`config.mk`:
```
export PLATFORM = sky130hd
export DESIGN_NAME = if_id_skid_reg
export DESIGN_NICKNAME = d
export VERILOG_FILES = /design/src/rtl/cpu_pipe_pkg.sv /design/src/rtl/pipe_sat_counter.sv /design/src/rtl/if_id_skid_reg.sv
export SDC_FILE = /design/constraint.sdc
export NUM_CORES = 1
export LEC_CHECK = 0
export BUFFER_PORTS_ARGS = -buffer_cell sky130_fd_sc_hd__buf_2
export CAP_MARGIN = 20
export CORE_ASPECT_RATIO = 1.1
export CORE_MARGIN = 2
export CORE_UTILIZATION = 51
export CTS_BUF_LIST = sky130_fd_sc_hd__clkbuf_8
export CTS_CLUSTER_SIZE = 8
export DETAILED_ROUTE_END_ITERATION = 7
export GPL_TIMING_DRIVEN = 1
export PLACE_DENSITY = 0.82
export SLEW_MARGIN = 20
export SYNTH_ARGS = -nofsm -noshare
export SYNTH_HDL_FRONTEND = slang
export SYNTH_SLANG_ARGS = --single-unit
```
`constraint.sdc`:
```
create_clock -name clk -period 1.69 [get_ports clk]
set_input_delay 0.0845 -clock clk [delete_from_list [all_inputs] [get_ports clk]]
set_output_delay 0.0845 -clock clk [all_outputs]
set_load 0.01 [all_outputs]
```
`src/rtl/cpu_pipe_pkg.sv`:
```
// Shared definitions for the CPU pipeline-register blocks.
package cpu_pipe_pkg;

    localparam int unsigned DEFAULT_DATA_W = 32;
    localparam logic [31:0] NOP_INSTR      = 32'h0000_0000;

    typedef enum logic [1:0] {
        SK_EMPTY = 2'd0,
        SK_ONE   = 2'd1,
        SK_FULL  = 2'd2
    } skid_state_e;

endpackage

```
`src/rtl/pipe_sat_counter.sv`:
```
// Saturating event counter: counts up on inc and sticks at all-ones.
module pipe_sat_counter #(
    parameter int unsigned CNT_W = 16
) (
    input  logic             clk,
    input  logic             clear,
    input  logic             inc,
    output logic [CNT_W-1:0] count
);

    logic [CNT_W-1:0] count_q;
    logic [CNT_W-1:0] count_d;

    // Next count: advance on inc unless already saturated.
    always_comb begin
        count_d = count_q;
        if (inc && (count_q != '1)) begin
            count_d = count_q + 1'b1;
        end
    end

    // Count register with synchronous clear.
    always_ff @(posedge clk) begin
        if (clear) begin
            count_q <= '0;
        end else begin
            count_q <= count_d;
        end
    end

    assign count = count_q;

endmodule

```
`src/rtl/if_id_skid_reg.sv`:
```
// IF/ID pipeline register with a 2-entry skid buffer, branch flush and
// saturating bubble/stall counters. if_ready depends only on registered state.
module if_id_skid_reg
    import cpu_pipe_pkg::*;
#(
    parameter int unsigned DATA_W = DEFAULT_DATA_W,
    parameter int unsigned CNT_W  = 16
) (
    input  logic              clk,
    input  logic              rst,
    input  logic              if_valid,
    input  logic [DATA_W-1:0] if_instruction,
    input  logic [DATA_W-1:0] if_pc_plus_four,
    output logic              if_ready,
    input  logic              pc_src,
    output logic              id_valid,
    output logic [DATA_W-1:0] id_instruction,
    output logic [DATA_W-1:0] id_pc_plus_four,
    input  logic              id_ready,
    output logic [CNT_W-1:0]  bubble_count,
    output logic [CNT_W-1:0]  stall_count
);

    localparam logic [DATA_W-1:0] NOP_W = DATA_W'(NOP_INSTR);

    skid_state_e       state_q,      state_d;
    logic [DATA_W-1:0] main_instr_q, main_instr_d;
    logic [DATA_W-1:0] main_pc_q,    main_pc_d;
    logic [DATA_W-1:0] skid_instr_q, skid_instr_d;
    logic [DATA_W-1:0] skid_pc_q,    skid_pc_d;

    logic accept;
    logic consume;

    assign if_ready = (state_q != SK_FULL);
    assign id_valid = (state_q != SK_EMPTY);
    assign accept   = if_valid & if_ready;
    assign consume  = id_valid & id_ready;

    // Empty slots are always held at NOP, so the main register drives decode directly.
    assign id_instruction  = main_instr_q;
    assign id_pc_plus_four = main_pc_q;

    // Next-state and data movement; flush overrides everything else.
    always_comb begin
        state_d      = state_q;
        main_instr_d = main_instr_q;
        main_pc_d    = main_pc_q;
        skid_instr_d = skid_instr_q;
        skid_pc_d    = skid_pc_q;

        case (state_q)
            SK_EMPTY: begin
                if (accept) begin
                    main_instr_d = if_instruction;
                    main_pc_d    = if_pc_plus_four;
                    state_d      = SK_ONE;
                end
            end
            SK_ONE: begin
                if (accept && consume) begin
                    main_instr_d = if_instruction;
                    main_pc_d    = if_pc_plus_four;
                end else if (accept) begin
                    skid_instr_d = if_instruction;
                    skid_pc_d    = if_pc_plus_four;
                    state_d      = SK_FULL;
                end else if (consume) begin
                    main_instr_d = NOP_W;
                    main_pc_d    = '0;
                    state_d      = SK_EMPTY;
                end
            end
            SK_FULL: begin
                if (consume) begin
                    main_instr_d = skid_instr_q;
                    main_pc_d    = skid_pc_q;
                    skid_instr_d = NOP_W;
                    skid_pc_d    = '0;
                    state_d      = SK_ONE;
                end
            end
            default: begin
                main_instr_d = NOP_W;
                main_pc_d    = '0;
                skid_instr_d = NOP_W;
                skid_pc_d    = '0;
                state_d      = SK_EMPTY;
            end
        endcase

        if (pc_src) begin
            main_instr_d = NOP_W;
            main_pc_d    = '0;
            skid_instr_d = NOP_W;
            skid_pc_d    = '0;
            state_d      = SK_EMPTY;
        end
    end

    // State and data registers with synchronous reset.
    always_ff @(posedge clk) begin
        if (rst) begin
            state_q      <= SK_EMPTY;
            main_instr_q <= NOP_W;
            main_pc_q    <= '0;
            skid_instr_q <= NOP_W;
            skid_pc_q    <= '0;
        end else begin
            state_q      <= state_d;
            main_instr_q <= main_instr_d;
            main_pc_q    <= main_pc_d;
            skid_instr_q <= skid_instr_d;
            skid_pc_q    <= skid_pc_d;
        end
    end

    pipe_sat_counter #(
        .CNT_W (CNT_W)
    ) u_bubble_cnt (
        .clk   (clk),
        .clear (rst),
        .inc   (id_ready & ~id_valid),
        .count (bubble_count)
    );

    pipe_sat_counter #(
        .CNT_W (CNT_W)
    ) u_stall_cnt (
        .clk   (clk),
        .clear (rst),
        .inc   (if_valid & ~if_ready),
        .count (stall_count)
    );

endmodule

```
==> results of run 1 <==
## registers in the layout, summed over array words and instances, names as in the netlist
signal,flops
id_pc_plus_four,32
state_q,2
id_instruction,32
skid_instr_q,32
u_stall_cnt.count,16
skid_pc_q,32
u_bubble_cnt.count,16
## final cells by class
| cell class | instances | area, um2 |
|---|---|---|
| Clock buffer | 19 | 262 |
| Fill cell | 1110 | 4020 |
| Tap cell | 192 | 240 |
| Sequential cell | 162 | 3270 |
| Multi-Input combinational cell | 670 | 4260 |
| Inverter | 4 | 15.0 |
| Clock inverter | 13 | 120 |
| Timing Repair Buffer | 312 | 2320 |
## cells by family (layout without fill, tap and decap cells)
| family | count (synthesis) | in the layout | share of synthesized area, % |
|---|---|---|---|
| AND/OR/NAND/NOR | 408 | 408 | 30.0 |
| AO/OA/AOI/OAI | 186 | 186 | 13.4 |
| flip-flops | 162 | 162 | 42.5 |
| buffers and inverters | 76 | 348 | 4.02 |
| multiplexers | 72 | 72 | 9.52 |
| adder cells (fa/ha/maj) | 2 | 2 | 0.328 |
| XOR/XNOR | 2 | 2 | 0.230 |
## worst max-delay path, delay by kind of cell (launching register included)
family,cells,cell delay (ps)
and+or+nand+nor,3,960
DFF,1,370
buffers and inverters,1,190
AOI/OAI and AO/OA,1,160
## worst max-delay path by stage
stage                                                     end                               from  cells after the start
after floorplan           u_bubble_cnt.count[15]$_SDFFE_PP0P_            state_q[0]$_SDFFE_PP0P_                      5
after global placement     u_stall_cnt.count[15]$_SDFFE_PP0P_  u_stall_cnt.count[7]$_SDFFE_PP0P_                      4
after detailed placement   u_stall_cnt.count[15]$_SDFFE_PP0P_  u_stall_cnt.count[7]$_SDFFE_PP0P_                      4
after CTS                   u_stall_cnt.count[9]$_SDFFE_PP0P_  u_stall_cnt.count[0]$_SDFFE_PP0P_                      5
after global routing        u_stall_cnt.count[9]$_SDFFE_PP0P_  u_stall_cnt.count[0]$_SDFFE_PP0P_                      5
final                       u_stall_cnt.count[9]$_SDFFE_PP0P_  u_stall_cnt.count[1]$_SDFFE_PP0P_                      5
## layout by cell type (no fill, tap or decap), types with 6 or more instances in the layout
master and instances:
sky130_fd_sc_hd__inv_1 7, sky130_fd_sc_hd__nand3_1 7, sky130_fd_sc_hd__nand2_1 76, sky130_fd_sc_hd__nor2b_1 7, sky130_fd_sc_hd__nor3b_1 60, sky130_fd_sc_hd__o21ai_1 6, sky130_fd_sc_hd__mux2i_1 67, sky130_fd_sc_hd__dfxtp_2 11
sky130_fd_sc_hd__a21oi_1 85, sky130_fd_sc_hd__or3_1 11, sky130_fd_sc_hd__buf_12 12, sky130_fd_sc_hd__nor2_1 74, sky130_fd_sc_hd__o21ai_0 68, sky130_fd_sc_hd__nand4_1 10, sky130_fd_sc_hd__and2_1 123, sky130_fd_sc_hd__clkbuf_8 19
sky130_fd_sc_hd__buf_4 67, sky130_fd_sc_hd__buf_2 166, sky130_fd_sc_hd__dlygate4sd3_1 57, sky130_fd_sc_hd__or4_1 6, sky130_fd_sc_hd__dfxtp_1 147
## report_power, final
group	switching, mW	total (mW)	leakage [nW]	internal, mW
Combinational	0.532	1.05	2.75	0.517
Sequential	0.0450	3.92	1.32	3.87
Clock	1.41	2.78	0.205	1.36
Total	1.99	7.74	4.28	5.75
## layer usage
| metal | vias to the layer above | share of wire (%) |
|---|---|---|
| li1 | 3656 | - |
| met1 | 3645 | 42 |
| met2 | 255 | 50 |
| met3 | 57 | 5.3 |
| met4 | 0 | 2.7 |
| met5 | - | 0 |
## per-stage QoR
stage | hold WS [ps] | area [um2] | setup WS [ps] | power, mW
final | 19.0 | 10500 | -62.3 | 7.74
after CTS | 0.382 | 10200 | -5.01 | 7.70
after floorplan | 274 | 7660 | -29.7 | 4.48
after detailed placement | 394 | 9190 | -54.0 | 4.86
after global routing | 38.9 | 10500 | -119 | 8.02
after global placement | 385 | 9190 | -39.2 | 4.84
## repair_timing
item,in CTS,in global routing
setup endpoints to repair,65,88
pin swaps,5,4
hold buffers,57,0
endpoints found under the hold margin,63,0
cloned,0,4
buffers inserted,3,6
gates resized for setup,12,30
==> impl_summary.txt, run 1 <==
----------------------------------------------------
[Logic synthesis]
  Sequential element share of the synthesized area ... 42.5%
  FFs w/ async S/R, synth ... 0%
  Dominant cells by area after synthesis ... sky130_fd_sc_hd__dfxtp_1 43%, sky130_fd_sc_hd__and2_1 10%, sky130_fd_sc_hd__mux2i_1 8.9%, sky130_fd_sc_hd__nor3b_1 6.0%, sky130_fd_sc_hd__a21oi_1 5.6%
  Gate Count Post-Synth ... between 900 and 1000
  Total number of yosys warnings ... 0
  Distinct cell type count after synthesis ... 45
  Total of flip-flops plus latches after synthesis ... 162
  Post-synth top cells ... 162 x sky130_fd_sc_hd__dfxtp_1, 123 x sky130_fd_sc_hd__and2_1, 86 x sky130_fd_sc_hd__a21oi_1
  Synth Cell Area ... roughly 7600 um2
  Post-synth EDFFs ... 0
  Count leader, synth ... sky130_fd_sc_hd__dfxtp_1
  Post-Synthesis Net Count ... 979
  Most used flip-flop cell after synthesis ... sky130_fd_sc_hd__dfxtp_1
  Biggest area consumer among synthesized cells ... sky130_fd_sc_hd__dfxtp_1
  Area share of the largest cell type after synthesis ... 42.5%
  Mean instance size in the synthesized netlist ... 8.39 um2

[Power and ir drop]
  Maximum resistive drop on vdd ... 440 uV
  Power per cell area ... 739 nW/um2
  Leakage power figure ... 4.28 nW

[Timing]
  Final setup violation count ... 2
  Max Freq ... approximately 0.57 GHz
  Transition time at the pin with the least slew margin ... 544 ps
  Final-report hold violation count ... 0
  Final worst path period share ... 104%
  Unrepaired setup endpoints after global routing ... yes
  Max Clock Skew ... 11.2 ps
  Fin. max-slew vios ... 0
  Smallest setup slack after layout ... -62.3 ps
  Final sum of negative setup slack ... -69.6 ps
  Final Critical Period ... 1750 ps
  Worst slew margin ... 63.8%

[Global routing]
  Vias in the first global route ... 7310
  Global routing met3 resource utilization ... 5.10%
  Antenna violations before repair ... 0
  Tot GR Track Use ... 27.2%
  Wire length of the first global-routing pass ... 35300 um
  Met1 global-route usage ... 33.5%
  Routing layer with the top usage in global route ... met2
  Grt ovf ... 0
  Maximum number of pins on one net before global-route repair ... 46
  Met2 routing resource usage after global routing ... a little under half

[Clock tree]
  Clk Latency, worst-skew pair ... approximately 460 ps
  Maximum buffer depth of the clock tree ... 2
  CTS tree ... yes
  Clock-pin slew on the worst setup and hold paths ... 80 ps
  Htree depth ... 4
  Number of clock sinks ... approximately 160
  Total CTS buffers ... 17
  Clock root buffer ... sky130_fd_sc_hd__clkbuf_8

[Layout]
  Total Nets Final ... around 1200
  Proportion of layout cells with a drive suffix above 1 ... 28.3%
  Final std cells w/o fill ... approximately 1400
  Number of diodes ... 0
  Utilization of the core after routing ... 72.3%
  Area Overhead vs Synth ... 37.5%

[Hold path]
  Endpoint of the worst hold-timing path ... skid_instr_q[14]$_SDFFE_PP0P_
  Kind of path behind the tightest hold check ... in -> reg
  Number of cells traversed by the worst hold path ... 4
  HP Start ... if_instruction[14]

[Run status]
  Failing checks ... negative setup slack
  Status ... finished, violations left

[Placement]
  Cells after DPL ... 1270
  Number of I/O port buffers ... 166
  HPWL after detailed placement ... between 10000 and 15000 um
  RD Place Congestion ... approximately 0.87

[Routing]
  Average wire per cell in the routed design ... 16.5 um
  Iter 0 DRT Violations ... between 500 and 600
  Detail-routed via count per cell ... 5.55
  Antenna Nets Post-Route ... 0
  Total iterations of the first detailed-routing run ... 4
  Final WL ... 22600 um
  Total DRC errors in the routed layout ... 0
  Number of vias in the routed layout ... 7613

[Worst setup path]
  Minimum setup slack among reg-to-reg paths ... -60 ps
  Data arrival time of the critical path ... between 2000 and 2500 ps
  Worst reg2reg path depth ... 5
  Startpoint Class ... flip-flop
  Max Fanout on Critical Path ... 5
  Category of the most critical setup path ... reg -> reg
  Worst-path cell with the longest stage delay ... sky130_fd_sc_hd__or4_4
  Required time at the worst-slack endpoint ... slightly above 2000 ps
  Cell breakdown of the critical path ... nand4_1, buf_4, or4_4, or3_4, a21oi_2
  Reg-to-reg endpoint ... u_stall_cnt.count[9]$_SDFFE_PP0P_
  Crit-path max cell delay ... 410 ps
  Type of element capturing the critical path ... flip-flop
  Launch instance of the worst register-to-register path ... u_stall_cnt.count[1]$_SDFFE_PP0P_

[Floorplan]
  Effective utilization at floorplan ... 52.6%
  Number of cell rows ... 46
  Die W ... 121 um
  Area of the die ... 15900 um2
  I/O pin total ... 167
  Core area ... 14500 um2
  Die Height ... about 130 um

[Run]
  Count of maximum capacitance violations ... 0

----------------------------------------------------
Power figures use the tool's default switching activity.
==> inputs of run 2 (changes only) <==
--- a/config.mk
+++ b/config.mk
@@ -15,6 +15,7 @@
 export DETAILED_ROUTE_END_ITERATION = 7
 export GPL_TIMING_DRIVEN = 1
 export PLACE_DENSITY = 0.82
+export RECOVER_POWER = 50
 export SLEW_MARGIN = 20
 export SYNTH_ARGS = -nofsm -noshare
 export SYNTH_HDL_FRONTEND = slang
==> run 2 against run 1 <==
Effect of this change: global-route usage unchanged; clock skew increased by 1.2 ps; clock-buffer cell count did not move; clock power hardly changed; the run still ends with negative setup slack left; power fell by 0.30%; via count fell by 0.42%; die area is the same; sequential share of layout area increased by 0.44 points; hold slack improved by 1.5 ps; largest power group unchanged; setup slack got worse by 1.4 ps; critical endpoint unchanged; sequential cell count stayed put; sequential power barely moved.
==> impl_summary.txt, run 2 (synthesis gave the netlist of run 1 again) <==
----------------------------------------------------
[Worst setup path]
  Data arrival time of the critical path ... 2130 ps
  Largest delay share family, worst path ... simple AND/OR/NAND/NOR gates
  Worst-path cell with the longest stage delay ... sky130_fd_sc_hd__or4_4
  Category of the most critical setup path ... reg -> reg
  Required time at the worst-slack endpoint ... about 2100 ps
  Cell breakdown of the critical path ... nand4_1, buf_4, or4_4, or3_4, a21oi_2
  Max Fanout on Critical Path ... 5
  Crit-path max cell delay ... 410 ps
  Startpoint Class ... flip-flop
  Buffers plus inverters on the worst setup path ... 1
  Type of element capturing the critical path ... flip-flop

[Routing]
  Number of vias in the routed layout ... between 7000 and 8000
  Average wire per cell in the routed design ... 16.4 um
  Final WL ... 22500 um
  Detail-routed via count per cell ... 5.53
  Iter 0 DRT Violations ... 524
  Total DRC errors in the routed layout ... 0
  Antenna Nets Post-Route ... 0
  Total iterations of the first detailed-routing run ... 5

[Placement]
  HPWL after detailed placement ... 13500 um
  Number of I/O port buffers ... between 150 and 200
  Worst slack, placed ... -54.0 ps
  Post-Place Cell Area ... between 9000 and 10000 um2
  RD Place Congestion ... roughly 0.87

[Clock tree]
  Htree depth ... 4
  Clock root buffer ... sky130_fd_sc_hd__clkbuf_8
  Number of clock sinks ... 162
  Clock-pin slew on the worst setup and hold paths ... 80 ps
  Total CTS buffers ... 17
  CTS tree ... yes
  Maximum buffer depth of the clock tree ... 2
  Clk Latency, worst-skew pair ... about 460 ps

[Power and ir drop]
  Net load switching power ... 1.99 mW
  Part of the power in the clock network ... 35.9%
  Maximum resistive drop on vdd ... 441 uV
  Leakage power figure ... between 3 and 4 nW
  Portion of total power attributed to combinational logic ... between 10% and 20%
  Share of power burned in registers ... 50.8%
  Power per cell area ... 748 nW/um2
  Pint ... 5.73 mW
  Fraction of power spent switching nets ... between 20% and 30%
  Total chip power ... 7.72 mW

[Timing]
  Final-report hold violation count ... 0
  Final worst path period share ... 104%
  Unrepaired setup endpoints after global routing ... yes
  Max Freq ... 0.570 GHz
  Worst slew margin ... 63.2%
  Smallest setup slack after layout ... -63.8 ps
  Final Critical Period ... between 1500 and 2000 ps
  Final setup violation count ... 3
  Fin. max-slew vios ... 0
  Max Clock Skew ... 12.3 ps
  Transition time at the pin with the least slew margin ... 552 ps

[Layout]
  Number of diodes ... 0
  Most common cell after layout, fill and taps aside ... sky130_fd_sc_hd__dfxtp_1
  Area Overhead vs Synth ... 35.5%
  Total Nets Final ... around 1200
  Final instance area ... 10300 um2
  Proportion of layout cells with a drive suffix above 1 ... around a fifth
  Utilization of the core after routing ... slightly above 70%
  Most frequent cells in the layout ... 150 x sky130_fd_sc_hd__dfxtp_1, 123 x sky130_fd_sc_hd__and2_1, 92 x sky130_fd_sc_hd__buf_2

[Floorplan]
  Die Height ... 132 um
  Die W ... 121 um
  Number of cell rows ... 46
  Effective utilization at floorplan ... 52.6%
  Area of the die ... 15900 um2
  I/O pin total ... 167
  Core area ... 14500 um2

[Global routing]
  Antenna violations before repair ... 0
  Wire length of the first global-routing pass ... 35300 um
  Vias in the first global route ... 7310
  Maximum number of pins on one net before global-route repair ... 46
  Grt ovf ... 0
  Tot GR Track Use ... 27.2%

[Run status]
  Failing checks ... negative setup slack
  Status ... finished, violations left

[Run]
  Count of maximum capacitance violations ... 0

[Hold path]
  Kind of path behind the tightest hold check ... in -> reg

----------------------------------------------------
[run 2: worst register-to-register path, cell delays in order (launching register included)]
cell,delay (ps)
sky130_fd_sc_hd__dfxtp_2,370
sky130_fd_sc_hd__nand4_1,170
sky130_fd_sc_hd__buf_4,190
sky130_fd_sc_hd__or4_4,410
sky130_fd_sc_hd__or3_4,380
sky130_fd_sc_hd__a21oi_2,160
[run 2: stage by stage]
stage,TNS [ps],hold WS (ps),std cells
after global routing,-2070,38.9,1372
after floorplan,-59.4,274,908
after CTS,-5.01,0.382,1362
after detailed placement,-735,394,1270
final,-123,20.5,1372
after global placement,-39.2,385,1270
[run 2: layout make-up]
class                   count  area (um2)
clock buffers              19         262
fillers                  1160        4180
well taps                 192         240
multi-input cells         670        4250
clock inverters            13         120
inverters                   4        15.0
flip-flops and latches    162        3270
repair buffers            312        2170
[run 2: power by group through the flow]
| stage | Combinational, mW | Clock [mW] | Sequential [mW] |
|---|---|---|---|
| after floorplan | 0.457 | 0 | 4.03 |
| after global placement | 0.839 | 0 | 4.00 |
| after detailed placement | 0.852 | 0 | 4.00 |
| after CTS | 0.959 | 2.82 | 3.91 |
| after global routing | 1.11 | 2.97 | 3.93 |
| final | 1.03 | 2.77 | 3.92 |
[run 2: what timing repair did]
action                                  4_1_cts  5_1_grt
setup buffers                                 3        6
hold buffers                                 57        0
pin swaps                                     5        4
endpoints found under the hold margin        63        0
gates cloned                                  0        4
gates resized for setup                      12       30
endpoints found under the setup margin       65       88
[run 2: worst paths after layout]
kind                                                          end                         startpoint  cells after the start  slack (ps)
worst max-delay path            u_stall_cnt.count[9]$_SDFFE_PP0P_  u_stall_cnt.count[1]$_SDFFE_PP0P_                      5         -60
worst min-delay path                skid_instr_q[14]$_SDFFE_PP0P_                 if_instruction[14]                      4          20
worst max register to register  u_stall_cnt.count[9]$_SDFFE_PP0P_  u_stall_cnt.count[1]$_SDFFE_PP0P_                      5         -60
worst min register to register    id_pc_plus_four[0]$_SDFFE_PP0P_    id_pc_plus_four[0]$_SDFFE_PP0P_                      2         450
[run 2: layer usage]
layer	global-route usage, %	routed length [um]	vias up
met5	0	0	-
met4	10.8	586	0
met3	5.10	1240	54
met2	46.7	11200	266
met1	33.5	9500	3608
li1	-	-	3653
==> inputs of run 3 (changes only) <==
--- a/config.mk
+++ b/config.mk
@@ -14,7 +14,7 @@
 export CTS_CLUSTER_SIZE = 8
 export DETAILED_ROUTE_END_ITERATION = 7
 export GPL_TIMING_DRIVEN = 1
-export PLACE_DENSITY = 0.82
+export PLACE_DENSITY = 0.84
 export RECOVER_POWER = 50
 export SLEW_MARGIN = 20
 export SYNTH_ARGS = -nofsm -noshare
==> run 3 against run 2 <==
Effect of this change: the run still ends with negative setup slack left; critical endpoint is now u_stall_cnt.count[15]$_SDFFE_PP0P_; setup slack better by 59 ps; final cell count up 0.22%; clock-buffer cell count up 2; hold slack better by 4.7 ps; highest routed layer unchanged; non-clock buffer count up 2; utilization up 1.0 points; first-iteration DRC count up 16%; combinational power about the same.
==> impl_summary.txt, run 3 (synthesis gave the netlist of run 1 again) <==
----------------------------------------------------
[Worst setup path]
  Startpoint Class ... flip-flop
  Data arrival time of the critical path ... 2080 ps
  Required time at the worst-slack endpoint ... about 2100 ps
  Max Fanout on Critical Path ... 4
  Type of element capturing the critical path ... flip-flop
  Category of the most critical setup path ... reg -> reg

[Power and ir drop]
  Share of power burned in registers ... 48.2%
  Net load switching power ... 1.97 mW
  Pint ... 6.14 mW
  Maximum resistive drop on vdd ... 513 uV
  Portion of total power attributed to combinational logic ... 12.8%
  Power per cell area ... 775 nW/um2
  Leakage power figure ... 4.04 nW
  Part of the power in the clock network ... 38.9%
  Fraction of power spent switching nets ... 24.3%

[Timing]
  Final worst path period share ... 100%
  Transition time at the pin with the least slew margin ... 391 ps
  Smallest setup slack after layout ... -4.48 ps
  Unrepaired setup endpoints after global routing ... yes
  Max Freq ... approximately 0.59 GHz
  Max Clock Skew ... around 15 ps
  Fin. max-slew vios ... 0
  Final Critical Period ... 1690 ps
  Worst slew margin ... between 70% and 80%
  Final-report hold violation count ... 0
  Final setup violation count ... 1

[Layout]
  Final std cells w/o fill ... 1375
  Area Overhead vs Synth ... 37.4%
  Most common cell after layout, fill and taps aside ... sky130_fd_sc_hd__dfxtp_1
  Filler cell count ... 1067
  Most frequent cells in the layout ... 147 x sky130_fd_sc_hd__dfxtp_1, 123 x sky130_fd_sc_hd__and2_1, 104 x sky130_fd_sc_hd__buf_2
  Proportion of layout cells with a drive suffix above 1 ... 23.3%
  Total Nets Final ... 1240
  Utilization of the core after routing ... 72.2%

[Clock tree]
  Clock-pin slew on the worst setup and hold paths ... approximately 80 ps
  Total CTS buffers ... 17
  Number of clock sinks ... 162
  Clock root buffer ... sky130_fd_sc_hd__clkbuf_8
  Clk Latency, worst-skew pair ... 460 ps
  Htree depth ... 4
  CTS tree ... yes
  Maximum buffer depth of the clock tree ... 2

[Global routing]
  Antenna violations before repair ... 1
  Wire length of the first global-routing pass ... 35200 um
  Tot GR Track Use ... 27.0%
  Maximum number of pins on one net before global-route repair ... 49
  Grt ovf ... 0
  Vias in the first global route ... 7429

[Routing]
  Final WL ... 22200 um
  Total DRC errors in the routed layout ... 0
  Total iterations of the first detailed-routing run ... 5
  Number of vias in the routed layout ... around 7600
  Detail-routed via count per cell ... approximately 5.5
  Average wire per cell in the routed design ... 16.1 um
  Antenna Nets Post-Route ... 0
  Iter 0 DRT Violations ... slightly above 600

[Placement]
  HPWL after detailed placement ... 13300 um
  Cells after DPL ... around 1300
  RD Place Congestion ... ~0.86
  Number of I/O port buffers ... 166
  Worst slack, placed ... -28.4 ps

[Run]
  Count of maximum capacitance violations ... 0

[Floorplan]
  Effective utilization at floorplan ... approximately 53%
  Core area ... approximately 15000 um2
  Area of the die ... 15900 um2
  Die W ... 121 um
  Die Height ... 132 um
  I/O pin total ... between 150 and 200
  Number of cell rows ... 46

[Run status]
  Failing checks ... negative setup slack
  Status ... finished, violations left

[Hold path]
  Kind of path behind the tightest hold check ... in -> reg

----------------------------------------------------
[run 3: layout make-up]
class | instances | area, um2 | share of cell area, %
Antenna cell | 1 | 2.50 | 0.0239
Clock buffer | 21 | 289 | 2.76
Inverter | 4 | 15.0 | 0.143
Clock inverter | 11 | 160 | 1.53
Timing Repair Buffer | 314 | 2260 | 21.6
Multi-Input combinational cell | 670 | 4240 | 40.5
Sequential cell | 162 | 3270 | 31.2
Tap cell | 192 | 240 | 2.29
[run 3: what timing repair did]
action | in CTS | in global routing
pin swaps | 4 | 11
setup buffers | 2 | 8
setup endpoints to repair | 6 | 83
hold endpoints to repair | 66 | 0
gates resized for setup | 8 | 39
gates cloned | 0 | 2
hold buffers | 60 | 0
[run 3: metrics by stage]
step                      TNS (ps)  cell area [um2]  power [mW]  hold slack, ps
after floorplan              -59.4             7660        4.48             274
after global placement       -10.3             9200        4.84             325
after detailed placement     -28.4             9200        4.86             316
after CTS                        0            10300        8.07            3.54
after global routing          -495            10500        8.41            20.3
final                        -4.48            10500        8.11            25.2
[run 3: final timing paths]
check                                       start                            endpoint  slack (ps)  cells after the start
setup / recovery          state_q[0]$_SDFFE_PP0P_  u_stall_cnt.count[15]$_SDFFE_PP0P_          -4                      4
hold reg to reg   id_pc_plus_four[0]$_SDFFE_PP0P_     id_pc_plus_four[0]$_SDFFE_PP0P_         450                      2
hold / removal                 if_instruction[13]       skid_instr_q[13]$_SDFFE_PP0P_          30                      4
setup reg to reg          state_q[0]$_SDFFE_PP0P_  u_stall_cnt.count[15]$_SDFFE_PP0P_          -4                      4
[run 3: layer usage]
metal	global-route usage (%)	up-vias	wire [um]
li1	-	3656	-
met1	32.3	3621	9100
met4	11.1	0	597
met5	0	-	0
met3	5.93	53	1330
met2	46.6	293	11100
[run 3: power by group through the flow]
| stage | logic [mW] | registers [mW] | clock network (mW) |
|---|---|---|---|
| 2_1_floorplan | 0.457 | 4.03 | 0 |
| 3_3_place_gp | 0.845 | 4.00 | 0 |
| 3_5_place_dp | 0.860 | 4.00 | 0 |
| 4_1_cts | 0.972 | 3.91 | 3.19 |
| 5_1_grt | 1.13 | 3.92 | 3.36 |
| 6_report | 1.04 | 3.91 | 3.16 |
[run 3: critical path, cell delays in order (launching register included)]
cell and delay [ps]:
sky130_fd_sc_hd__dfxtp_2 330, sky130_fd_sc_hd__nand3b_4 170, sky130_fd_sc_hd__or4_4 520, sky130_fd_sc_hd__or4_4 490
sky130_fd_sc_hd__a21oi_2 120
